**config.mk**
```make
export PLATFORM = sky130hd
export DESIGN_NAME = router_reg_flat
export DESIGN_NICKNAME = d
export VERILOG_FILES = /design/src/rtl/router_pkg.sv /design/src/rtl/router_reg_if.sv /design/src/rtl/router_reg.sv /design/src/flat_wrapper.sv
export SDC_FILE = /design/constraint.sdc
export NUM_CORES = 1
export LEC_CHECK = 0
export CORE_MARGIN = 2
export CORE_UTILIZATION = 50
export DETAILED_ROUTE_END_ITERATION = 7
export PLACE_DENSITY = 0.74
export SYNTH_ARGS = -nofsm -noshare
export SYNTH_HDL_FRONTEND = slang
export SYNTH_SLANG_ARGS = --single-unit
export TNS_END_PERCENT = 1
```
**constraint.sdc**
```tcl
create_clock -name clock -period 2.6 [get_ports clock]
set_input_delay 0.39 -clock clock [delete_from_list [all_inputs] [get_ports clock]]
set_output_delay 0.39 -clock clock [all_outputs]
set_load 0.1 [all_outputs]
```
**src/rtl/router_pkg.sv**
```systemverilog
// Shared constants and header-field helpers for the packet router.
package router_pkg;

   localparam int WIDTH = 8;

   // Destination address 3 does not exist.
   localparam logic [1:0] ADDR_INVALID = 2'b11;

   // Header layout: payload length in [7:2], destination address in [1:0].
   function automatic logic [1:0] header_addr(input logic [WIDTH-1:0] hdr);
      return hdr[1:0];
   endfunction

   function automatic logic [5:0] header_len(input logic [WIDTH-1:0] hdr);
      return hdr[7:2];
   endfunction

endpackage

```
**src/rtl/router_reg_if.sv**
```systemverilog
// Signal bundle between the router FSM / input port and the datapath register.
interface router_reg_if;
   import router_pkg::*;

   logic             pkt_valid;
   logic             fifo_full;
   logic             detect_add;
   logic             ld_state;
   logic             laf_state;
   logic             full_state;
   logic             lfd_state;
   logic             rst_int_reg;
   logic [WIDTH-1:0] data_in;
   logic             err;
   logic             parity_done;
   logic             low_packet_valid;
   logic [WIDTH-1:0] dout;

   // Side that drives bytes and FSM state flags.
   modport master (
      output pkt_valid, fifo_full, detect_add, ld_state, laf_state,
             full_state, lfd_state, rst_int_reg, data_in,
      input  err, parity_done, low_packet_valid, dout
   );

   // The register block itself.
   modport slave (
      input  pkt_valid, fifo_full, detect_add, ld_state, laf_state,
             full_state, lfd_state, rst_int_reg, data_in,
      output err, parity_done, low_packet_valid, dout
   );

endinterface

```
**src/rtl/router_reg.sv**
```systemverilog
// Router datapath register: header latch, full-FIFO holding byte, FIFO output
// byte, running parity check and end-of-packet flags. All outputs registered.
module router_reg #(
   parameter int WIDTH = router_pkg::WIDTH
) (
   input logic          clock,
   input logic          resetn,
   router_reg_if.slave  bus
);
   import router_pkg::*;

   logic [WIDTH-1:0] header_byte;
   logic [WIDTH-1:0] full_state_byte;
   logic [WIDTH-1:0] internal_parity;
   logic [WIDTH-1:0] packet_parity;
   logic [WIDTH-1:0] dout_reg;
   logic             parity_done_reg;
   logic             low_packet_valid_reg;
   logic             err_reg;

   logic             header_ok;

   // A header is only worth keeping if it addresses a real destination.
   assign header_ok = bus.detect_add && bus.pkt_valid &&
                      (header_addr(bus.data_in) != ADDR_INVALID);

   // Header latch: holds the last valid header until the next one.
   always_ff @(posedge clock or negedge resetn) begin
      if (!resetn)
         header_byte <= '0;
      else if (header_ok)
         header_byte <= bus.data_in;
   end

   // Byte towards the FIFO: header first, then live data, then the parked byte.
   always_ff @(posedge clock or negedge resetn) begin
      if (!resetn)
         dout_reg <= '0;
      else if (bus.lfd_state)
         dout_reg <= header_byte;
      else if (bus.ld_state && !bus.fifo_full)
         dout_reg <= bus.data_in;
      else if (bus.laf_state)
         dout_reg <= full_state_byte;
   end

   // Park the byte that arrived while the FIFO could not accept it.
   always_ff @(posedge clock or negedge resetn) begin
      if (!resetn)
         full_state_byte <= '0;
      else if (bus.ld_state && bus.fifo_full)
         full_state_byte <= bus.data_in;
   end

   // Running XOR over header and payload; a byte stalled in FIFO_FULL is not
   // counted again.
   always_ff @(posedge clock or negedge resetn) begin
      if (!resetn)
         internal_parity <= '0;
      else if (bus.detect_add)
         internal_parity <= '0;
      else if (bus.lfd_state && bus.pkt_valid)
         internal_parity <= internal_parity ^ header_byte;
      else if (bus.ld_state && bus.pkt_valid && !bus.full_state)
         internal_parity <= internal_parity ^ bus.data_in;
   end

   // Capture the parity byte carried at the end of the packet.
   always_ff @(posedge clock or negedge resetn) begin
      if (!resetn)
         packet_parity <= '0;
      else if (bus.detect_add)
         packet_parity <= '0;
      else if (bus.ld_state && !bus.pkt_valid)
         packet_parity <= bus.data_in;
   end

   // Parity done once the parity byte reaches the FIFO, directly or after a stall.
   always_ff @(posedge clock or negedge resetn) begin
      if (!resetn)
         parity_done_reg <= 1'b0;
      else if (bus.detect_add)
         parity_done_reg <= 1'b0;
      else if ((bus.ld_state && !bus.fifo_full && !bus.pkt_valid) ||
               (bus.laf_state && low_packet_valid_reg && !parity_done_reg))
         parity_done_reg <= 1'b1;
   end

   // Last byte seen; the FSM's clear request wins over a new set.
   always_ff @(posedge clock or negedge resetn) begin
      if (!resetn)
         low_packet_valid_reg <= 1'b0;
      else if (bus.rst_int_reg)
         low_packet_valid_reg <= 1'b0;
      else if (bus.ld_state && !bus.pkt_valid)
         low_packet_valid_reg <= 1'b1;
   end

   // Compare computed and received parity on every cycle after parity_done.
   always_ff @(posedge clock or negedge resetn) begin
      if (!resetn)
         err_reg <= 1'b0;
      else if (bus.detect_add)
         err_reg <= 1'b0;
      else if (parity_done_reg)
         err_reg <= (internal_parity != packet_parity);
   end

   assign bus.dout             = dout_reg;
   assign bus.parity_done      = parity_done_reg;
   assign bus.low_packet_valid = low_packet_valid_reg;
   assign bus.err              = err_reg;

endmodule

```
**src/flat_wrapper.sv**
```systemverilog
// flat-port wrapper written by rule: the top's interface ports become plain ports
module router_reg_flat import router_pkg::*;
#(
   parameter int WIDTH = router_pkg::WIDTH
)
  (clock, resetn, bus_pkt_valid, bus_fifo_full, bus_detect_add, bus_ld_state, bus_laf_state, bus_full_state, bus_lfd_state, bus_rst_int_reg, bus_data_in, bus_err, bus_parity_done, bus_low_packet_valid, bus_dout);
  router_reg_if bus_i ();
  input logic clock;
  input logic resetn;
  input wire logic [$bits(bus_i.pkt_valid)-1:0] bus_pkt_valid;
  input wire logic [$bits(bus_i.fifo_full)-1:0] bus_fifo_full;
  input wire logic [$bits(bus_i.detect_add)-1:0] bus_detect_add;
  input wire logic [$bits(bus_i.ld_state)-1:0] bus_ld_state;
  input wire logic [$bits(bus_i.laf_state)-1:0] bus_laf_state;
  input wire logic [$bits(bus_i.full_state)-1:0] bus_full_state;
  input wire logic [$bits(bus_i.lfd_state)-1:0] bus_lfd_state;
  input wire logic [$bits(bus_i.rst_int_reg)-1:0] bus_rst_int_reg;
  input wire logic [$bits(bus_i.data_in)-1:0] bus_data_in;
  output wire logic [$bits(bus_i.err)-1:0] bus_err;
  output wire logic [$bits(bus_i.parity_done)-1:0] bus_parity_done;
  output wire logic [$bits(bus_i.low_packet_valid)-1:0] bus_low_packet_valid;
  output wire logic [$bits(bus_i.dout)-1:0] bus_dout;
  assign bus_i.pkt_valid = bus_pkt_valid;
  assign bus_i.fifo_full = bus_fifo_full;
  assign bus_i.detect_add = bus_detect_add;
  assign bus_i.ld_state = bus_ld_state;
  assign bus_i.laf_state = bus_laf_state;
  assign bus_i.full_state = bus_full_state;
  assign bus_i.lfd_state = bus_lfd_state;
  assign bus_i.rst_int_reg = bus_rst_int_reg;
  assign bus_i.data_in = bus_data_in;
  assign bus_err = bus_i.err;
  assign bus_parity_done = bus_i.parity_done;
  assign bus_low_packet_valid = bus_i.low_packet_valid;
  assign bus_dout = bus_i.dout;
  router_reg #(.WIDTH(WIDTH)) u_core (.clock(clock), .resetn(resetn), .bus(bus_i));
endmodule
```
==> summary.md, run 1 <==
| Metric | Value |
|---|---|
| Sum of negative setup slack | 0 ns |
| 1st-pass router iterations | 4 |
| Mean instance size in the synthesized netlist | around 11 µm² |
| Footprint of the multi-input gates | 876 µm² |
| Worst reg2reg setup slack | roughly 1.3 ns |
| Largest fanout of any net on the critical path | 9 |
| Fmax | 0.520 GHz |
| Fraction of layout instances using a drive strength above 1 | 0.171 |
| Transition time at the pin with the least slew margin | 0.924 ns |
| Vias after detailed routing | roughly 1500 |
| Critical path startpoint category | primary input |
| Proportion of synthesized chip area in sequential cells | 0.538 |
| Filler Cell Count | 320 |
| Critical R2R Capture | u_core.bus.err |
| Number of DRC violations after detailed routing | 0 |
| IO buf count | 28 |
| Number of enable-type register cells in the synthesized netlist | 0 |
| Maximum buffer depth of the clock tree | 2 |
| Cts hold-fix bufs | 0 |
| Number of slew-limit violations in the final report | 0 |
| CP Capture Type | flop |
| CTS root buf | clkbuf_8 |
| Synthesized instance count | 189 |
| Total detailed-routing wirelength | 4440 µm |
| Postcts setup bufs | 0 |
| Clock sinks | 43 |
| Power per unit of standard cell area | 721 nW/µm² |
| Io pins | 29 |
| Number of clock buffers inserted by TritonCTS | 5 |
| Final Cycle Share | 0.740 |
| Number of global-route vias before repair | roughly 1500 |
| Number of core rows | 22 |
| Number of nets with antenna violations after routing | 0 |
| Number of vias per cell | around 5.7 |
| Post-route total power | approximately 0.0017 W |
| Die span in y | 67.3 µm |
| Synthesized Nets | 207 |
| Maximum cell stage delay along the critical path | 0.58 ns |
| Clock tree from TritonCTS | yes |
| Die Footprint | approximately 4500 µm² |
| Status | finished, final reports clean |
| Routability congestion estimate | about 0.84 |
| Number of nets at the end of the flow | ~230 |
| Prevailing post-synth register cell | dfrtp_1 |
| Seq cells post-synth | 43 |
| Aggregate global routing overflow | 0 |
| Biggest area contributors in the synthesized netlist | dfrtp_1, mux2_2, a21oi_1 |
| Final worst hold slack | between 0.2 and 0.25 ns |
| Number of antenna violations at the first check in global routing | 0 |
| Setup CP Type | primary input to flop |
| Yosys synthesis warning count | 0 |
| RSZ-0062 raised after global routing | false |
| WP data required | around 2.8 ns |
| Leakage power of the design | ~1.1 nW |
| Global-route wire length before repair | 7250 µm |
| Most numerous cell in the Yosys netlist | dfrtp_1 |
| Area growth, synth to finish | 18.7% |
| Cell variety after synth | 29 |
| Final setup skew | 0.00290 ns |
| Hold Fails Final Rpt | 0 |
| Data arrival, critical path | 2.09 ns |
| Effective utilization at floorplan | 0.534 |
| Post-synthesis cell type with the largest combined area | dfrtp_1 |
| Startpoint of the worst-slack reg-to-reg timing path | u_core.internal_parity[1] |
| Clock latency on the worst-skew pair | 0.29 ns |
| Cell at the slowest stage of the critical path | nor2b_1 |
| Pin count of the biggest net entering global routing | 44 |
| H-tree lvl count | 2 |
| Diodes inserted | 0 |
| Maximum resistive drop on vdd | between 0.5 and 0.6 mV |
| Final setup vio count | 0 |
| Iteration-0 DRC Markers | 129 |
| Detailed-route wire length per cell | 16.7 µm |
| Total Routing Usage GR | 0.224 |
| FF+latch area | 1080 µm² |
| Hold WC Path Type | primary input to async pin |
| Post-CTS resize count | 0 |
| Ranking of synthesized cells by instance count | dfrtp_1, nand2_1, a21oi_1, mux2_2, nor2_1 |
| Total half-perimeter wirelength after legalization and detailed placement | 3250 µm |
| Overall die width | 67.3 µm |
| Path depth of the worst reg2reg path | 4 |
| Netlist Area Pre-Place | 2000 µm² |
| Relative slew slack | 0.384 |
| Core footprint | 3740 µm² |
| Number of max-cap violations | 0 |
| Fraction of registers with async set/reset | 1.00 |
| CP Cell Sequence | clkdlybuf4s50_1 -> nor2b_1 -> nor3_2 -> a221o_1 |
| Clock-pin slew on the worst setup and hold paths | ~0.08 ns |
| Top-area cell type share of the netlist area | 0.538 |
| Final critical-path required period | between 1.5 and 2 ns |
## layout by cell type (no fill, tap or decap), types with 2 or more instances in the layout
| master | n |
|---|---|
| dfrtp_1 | 43 |
| nand2_1 | 26 |
| a21oi_1 | 24 |
| clkdlybuf4s50_1 | 16 |
| mux2_2 | 13 |
| buf_4 | 13 |
| nor2_1 | 11 |
| nand3_1 | 8 |
| a221o_1 | 8 |
| mux2i_1 | 8 |
| or3_1 | 8 |
| clkbuf_8 | 7 |
| o21ai_0 | 6 |
| xnor2_1 | 5 |
| xor2_1 | 3 |
| nor2b_1 | 2 |
| nand2b_1 | 2 |
| o21ai_1 | 2 |
## routing by layer
layer	up-vias	track usage	routed length, µm
met5	-	0	0
met1	741	0.300	1970
li1	722	-	-
met4	0	0.102	70
met2	46	0.359	2200
met3	8	0.0350	202
## cells by family after synthesis
logic type | after synthesis | share of synthesized area
AND/OR/NAND/NOR | 62 | 0.148
AO/OA/AOI/OAI | 44 | 0.136
flip-flops | 43 | 0.538
multiplexers | 22 | 0.119
buffers and inverters | 10 | 0.0244
XOR/XNOR | 8 | 0.0350
## power breakdown
group	leakage (nW)	switching [W]	internal, W	total, W
Sequential	0.543	0.0000576	0.000747	0.000804
Combinational	0.458	0.000308	0.000144	0.000452
Clock	0.0515	0.000213	0.000242	0.000456
## worst max-delay path by stage
stage,startpoint,to,slack [ns],cells after the start
2_1_floorplan,u_core.bus.parity_done,u_core.bus.err,1.22,2
5_1_grt,bus_ld_state,u_core.bus.dout[2],0.57,4
3_5_place_dp,bus_ld_state,u_core.bus.dout[3],0.41,4
3_3_place_gp,bus_ld_state,u_core.bus.dout[7],0.49,4
6_report,bus_ld_state,u_core.bus.dout[2],0.68,4
4_1_cts,bus_ld_state,u_core.bus.dout[3],0.70,4
## per-stage QoR
step	instances	setup WS, ns	area, µm²	util
final	265	0.676	2370	0.634
after CTS	265	0.703	2370	0.634
after detailed placement	257	0.409	2270	0.608
after floorplan	189	1.22	2000	-
after global routing	265	0.567	2370	0.634
after global placement	257	0.488	2270	0.608
## final cells by class
| class | count | share of cell area |
|---|---|---|
| tap | 48 | 0.0253 |
| clock buffer | 8 | 0.0421 |
| timing repair buffer | 30 | 0.111 |
| sequential | 43 | 0.453 |
| multi-input combinational | 136 | 0.369 |
## critical path, delay by kind of cell
| kind | cells | cell delay [ns] |
|---|---|---|
| buffers and inverters | 1 | 0.54 |
| and+or+nand+nor | 2 | 0.78 |
| AOI/OAI and AO/OA | 1 | 0.38 |
(Power assumes the default switching activity.)
==> inputs of run 2 (changes only) <==
- CORE_UTILIZATION: 50 -> 48
- PLACE_DENSITY: 0.74 -> 0.75
- clock period: 2.6 -> 1.6 ns (I/O delays scaled with it)
==> run 2 against run 1 <==
Sequential share of layout area decreased by 4.9 points. Clock power increased by 35%. Power increased by 65%. Largest power group unchanged. Highest routed layer unchanged. Clock skew increased by 0.0053 ns.
==> summary.md, run 2 (synthesis results as in run 1) <==
| Metric | Value |
|---|---|
| Critical path startpoint category | primary input |
| Cts hold-fix bufs | 1 |
| Number of slew-limit violations in the final report | 0 |
| Clock latency on the worst-skew pair | 0.29 ns |
| Total Routing Usage GR | 0.232 |
| Total half-perimeter wirelength after legalization and detailed placement | approximately 3400 µm |
| Clock-pin slew on the worst setup and hold paths | 0.08 ns |
| Die span in y | 68.6 µm |
| Final setup vio count | 0 |
| Total detailed-routing wirelength | 4580 µm |
| Iteration-0 DRC Markers | 113 |
| Largest fanout of any net on the critical path | 8 |
| Area growth, synth to finish | 33.2% |
| Number of max-cap violations | 0 |
| Transition time at the pin with the least slew margin | 0.452 ns |
| Clock tree from TritonCTS | yes |
| Top library cells by usage in the layout, fill and taps aside | dfrtp_1, nand2_1, a21oi_1 |
| Number of core rows | 23 |
| Placed inst area | 2580 µm² |
| Fmax | between 0.6 and 0.7 GHz |
| Hold WC Path Type | primary input to async pin |
| Setup crit start | bus_lfd_state |
| Aggregate global routing overflow | 0 |
| CTS root buf | clkbuf_8 |
| CP Capture Type | flop |
| Global-route wire length before repair | 7620 µm |
| Post-route design area | 2670 µm² |
| Number of nets with antenna violations after routing | 0 |
| WP data required | approximately 1.8 ns |
| Critical R2R Capture | u_core.bus.err |
| Postcts setup bufs | 0 |
| Final critical-path required period | 1.48 ns |
| 1st-pass router iterations | 4 |
| Number of clock buffers inserted by TritonCTS | 5 |
| Effective utilization at floorplan | 0.500 |
| Hold Fails Final Rpt | 0 |
| Number of DRC violations after detailed routing | 0 |
| Final Cycle Share | 0.922 |
| Io pins | 29 |
| Number of antenna violations at the first check in global routing | 0 |
| Final setup skew | 0.00819 ns |
| Capturing element of the worst setup path | u_core.bus.dout[2] |
| Vias after detailed routing | 1563 |
| Diodes inserted | 0 |
| Overall die width | 68.6 µm |
| Routability congestion estimate | 0.873 |
| Die Footprint | between 4000 and 5000 µm² |
| Setup CP Type | primary input to flop |
| Data arrival, critical path | around 1.7 ns |
| Relative slew slack | 0.698 |
| Post-route total power | 0.00282 W |
| Leakage power of the design | ~1.2 nW |
| Status | finished, final reports clean |
| Final worst hold slack | 0.431 ns |
| Worst reg2reg setup slack | 0.39 ns |
| H-tree lvl count | 2 |
| Power per unit of standard cell area | 1060 nW/µm² |
| Number of vias per cell | 5.48 |
| Number of nets at the end of the flow | 254 |
| Maximum buffer depth of the clock tree | 2 |
| Detailed-route wire length per cell | ~16 µm |
| Fraction of layout instances using a drive strength above 1 | 0.230 |
| Pin count of the biggest net entering global routing | 27 |
| Leading cell type in the layout, fill and taps excluded | dfrtp_1 |
| Path depth of the worst reg2reg path | 4 |
| Maximum resistive drop on vdd | roughly 0.80 mV |
| Post-CTS resize count | 0 |
| IO buf count | 28 |
| RSZ-0062 raised after global routing | false |
| Core footprint | 4000 µm² |
| Number of global-route vias before repair | 1522 |
| Startpoint of the worst-slack reg-to-reg timing path | u_core.internal_parity[1] |
| Clock sinks | 43 |
-- run 2: cell count changes in the layout (fill, tap and decap cells not counted), sizes merged --
cell	change
buf	+19
dlygate4sd3	+1
clkbuf	-2
-- run 2: worst max-delay path: stages --
cell             delay, ns
clkdlybuf4s50_1       0.62
buf_4                 0.22
nor3_2                0.06
buf_4                 0.17
a221o_1               0.33
-- run 2: metrics by stage --
step | setup slack, ns | instances | setup TNS (ns) | utilization
floorplan | 0.224 | 189 | 0 | -
global placement | -0.158 | 278 | -2.26 | 0.646
detailed placement | -0.153 | 278 | -2.45 | 0.646
CTS | 0.140 | 285 | 0 | 0.666
global route | 0.0652 | 285 | 0 | 0.666
finish | 0.124 | 285 | 0 | 0.666
-- run 2: layout make-up --
cell class	instances	area [µm²]
fillers	318	1340
multi-input cells	136	876
well taps	50	62.6
clock buffers	6	72.6
repair buffers	50	578
flip-flops and latches	43	1080
-- run 2: how the worst min path moves through the flow --
stage | endpoint | slack (ns) | cells after the start | start
after detailed placement | u_core.header_byte[0] | 0.21 | 1 | resetn
after global routing | u_core.internal_parity[3] | 0.46 | 2 | resetn
after floorplan | u_core.bus.dout[0] | -0.06 | 0 | resetn
after CTS | u_core.internal_parity[3] | 0.43 | 2 | resetn
final | u_core.internal_parity[3] | 0.43 | 2 | resetn
after global placement | u_core.header_byte[0] | 0.21 | 1 | resetn
-- run 2: per-layer routing --
metal | track usage | wire length [µm]
met5 | 0 | 0
met4 | 0.0825 | 48
met3 | 0.0471 | 204
met2 | 0.341 | 2190
met1 | 0.342 | 2130
-- run 2: where the power goes --
group / leakage (nW) / switching [W] / internal, W
Combinational: 0.606 / 0.000503 / 0.000373
Sequential: 0.543 / 0.000113 / 0.00121
Clock: 0.0371 / 0.000325 / 0.000291
Total: 1.19 / 0.000941 / 0.00188
==> inputs of run 3 (changes only) <==
- CORE_MARGIN: 2 -> 10
==> run 3 against run 2 <==
Sequential power about the same. Via count up 2.2%. Register-to-register slack better by 0.03 ns. First-iteration DRC count down 22%. Hold slack better by 0.0039 ns. Critical path depth unchanged. Global-route usage down 9.3 points. Die area up 52%. Clock skew about the same. Utilization up 0.18 points. Largest cell class unchanged.
==> summary.md, run 3 (synthesis results as in run 1) <==
| Metric | Value |
|---|---|
| Io pins | 29 |
| Final Cycle Share | 0.930 |
| IO buf count | 28 |
| Clock tree from TritonCTS | yes |
| Number of max-cap violations | 0 |
| Fraction of layout instances using a drive strength above 1 | 0.247 |
| Maximum buffer depth of the clock tree | 2 |
| Number of antenna violations at the first check in global routing | 0 |
| Minimum setup slack after placement | -0.193 ns |
| Hold Fails Final Rpt | 0 |
| CP Capture Type | flop |
| Transition time at the pin with the least slew margin | around 0.47 ns |
| Status | finished, final reports clean |
| Startpoint of the worst-slack reg-to-reg timing path | u_core.internal_parity[1] |
| Hold WC Path Type | primary input to async pin |
| CP Cell Sequence | clkdlybuf4s50_1 -> nand2_4 -> mux2i_1 -> or3_1 -> a21oi_1 |
| Vias after detailed routing | 1598 |
| Worst setup slack after layout | 0.111 ns |
| WP buf/inv | 1 |
| Global-route wire length before repair | 8270 µm |
| Detailed-route wire length per cell | 16.5 µm |
| Critical R2R Capture | u_core.bus.err |
| Final setup vio count | 0 |
| Sum of negative setup slack | 0 ns |
| CTS root buf | clkbuf_8 |
| RSZ-0062 raised after global routing | false |
| Number of nets with antenna violations after routing | 0 |
| Total detailed-routing wirelength | around 4800 µm |
| Maximum resistive drop on vdd | 0.865 mV |
| Clock latency on the worst-skew pair | 0.30 ns |
| Setup crit start | bus_lfd_state |
| Number of nets at the end of the flow | between 200 and 300 |
| Top library cells by usage in the layout, fill and taps aside | dfrtp_1, nand2_1, a21oi_1 |
| Number of global-route vias before repair | 1661 |
| Iteration-0 DRC Markers | 88 |
| 1st-pass router iterations | 4 |
| Area growth, synth to finish | 34.5% |
| Post-route total power | between 0.002 and 0.003 W |
| Number of DRC violations after detailed routing | 0 |
| Largest fanout of any net on the critical path | 8 |
| Die Footprint | a little over 7000 µm² |
| Core footprint | 4030 µm² |
| FF+latch area | about 1100 µm² |
| Overall die width | approximately 85 µm |
| Worst reg2reg setup slack | 0.42 ns |
| Final critical-path required period | between 1 and 1.5 ns |
| Routability congestion estimate | 0.806 |
| Number of vias per cell | 5.53 |
| Setup CP Type | primary input to flop |
| Number of core rows | 23 |
| Data arrival, critical path | 1.72 ns |
| Number of clock buffers inserted by TritonCTS | 5 |
| Pin count of the biggest net entering global routing | 44 |
| Aggregate global routing overflow | 0 |
| Relative slew slack | 0.684 |
| H-tree lvl count | 2 |
| Total half-perimeter wirelength after legalization and detailed placement | 3540 µm |
| Critical path startpoint category | primary input |
| Cell family with most CP delay | buffers and inverters |
| Final setup skew | a little over 0.008 ns |
| Path depth of the worst reg2reg path | 4 |
| Number of slew-limit violations in the final report | 0 |
| Effective utilization at floorplan | 0.497 |
| Postcts setup bufs | 0 |
| Leakage power of the design | 1.21 nW |
| Total Routing Usage GR | 0.139 |
| Power per unit of standard cell area | 1070 nW/µm² |
| Diodes inserted | 0 |
| Leading cell type in the layout, fill and taps excluded | dfrtp_1 |
| Cell Count, Final, Fillers Out | 289 |
| WP data required | roughly 1.8 ns |
| Clock sinks | 43 |
| Footprint of the multi-input gates | 876 µm² |
| Cell at the slowest stage of the critical path | clkdlybuf4s50_1 |
| Number of placed instances, taps included | 280 |
| Fmax | 0.672 GHz |
| Clock-pin slew on the worst setup and hold paths | 0.08 ns |
| Die span in y | 84.6 µm |
| Filler Cell Count | just over 300 |
| Maximum cell stage delay along the critical path | 0.63 ns |
-- run 3: through the flow --
step                       util  instance area [µm²]  hold slack, ns
final                     0.668                 2690           0.435
after global routing      0.668                 2690           0.466
after CTS                 0.668                 2690           0.455
after detailed placement  0.645                 2600           0.235
after global placement    0.645                 2600           0.232
after floorplan               -                 2000         -0.0556
-- run 3: worst min-delay path, delay by kind of cell --
kind	cells	cell delay (ns)
buffers and inverters	3	0.87
-- run 3: worst max path at each step --
stage / end / slack [ns] / cells after the start
after floorplan: u_core.bus.err / 0.22 / 2
after global placement: u_core.bus.dout[5] / -0.18 / 5
after detailed placement: u_core.internal_parity[6] / -0.19 / 5
after CTS: u_core.internal_parity[6] / 0.11 / 5
after global routing: u_core.internal_parity[6] / 0.006 / 5
final: u_core.internal_parity[6] / 0.11 / 5
-- run 3: routing by layer --
metal  wire (µm)  vias to the layer above  part of all wire  track usage
li1            -                      767                 -            -
met1        2200                      789              0.46        0.176
met2        2250                       33              0.47        0.221
met3         244                        9             0.051       0.0357
met4          69                        0             0.014       0.0539
met5           0                        -                 0            0
-- run 3: repair_timing --
action	CTS	global route
gates resized for setup	0	0
endpoints found under the hold margin	43	0
hold buffers	1	0
-- run 3: power by group --
part	total (W)	internal, W	switching (W)	leakage (nW)
registers	0.00133	0.00121	0.000115	0.543
clock network	0.000666	0.000299	0.000368	0.0477
logic	0.000884	0.000377	0.000507	0.616
total	0.00288	0.00189	0.000990	1.21
-- run 3: final cells by class --
class / count / area share
flip-flops and latches: 43 / 0.400
repair buffers: 52 / 0.220
well taps: 50 / 0.0232
clock buffers: 5 / 0.0256
clock inverters: 3 / 0.00558
multi-input cells: 136 / 0.325
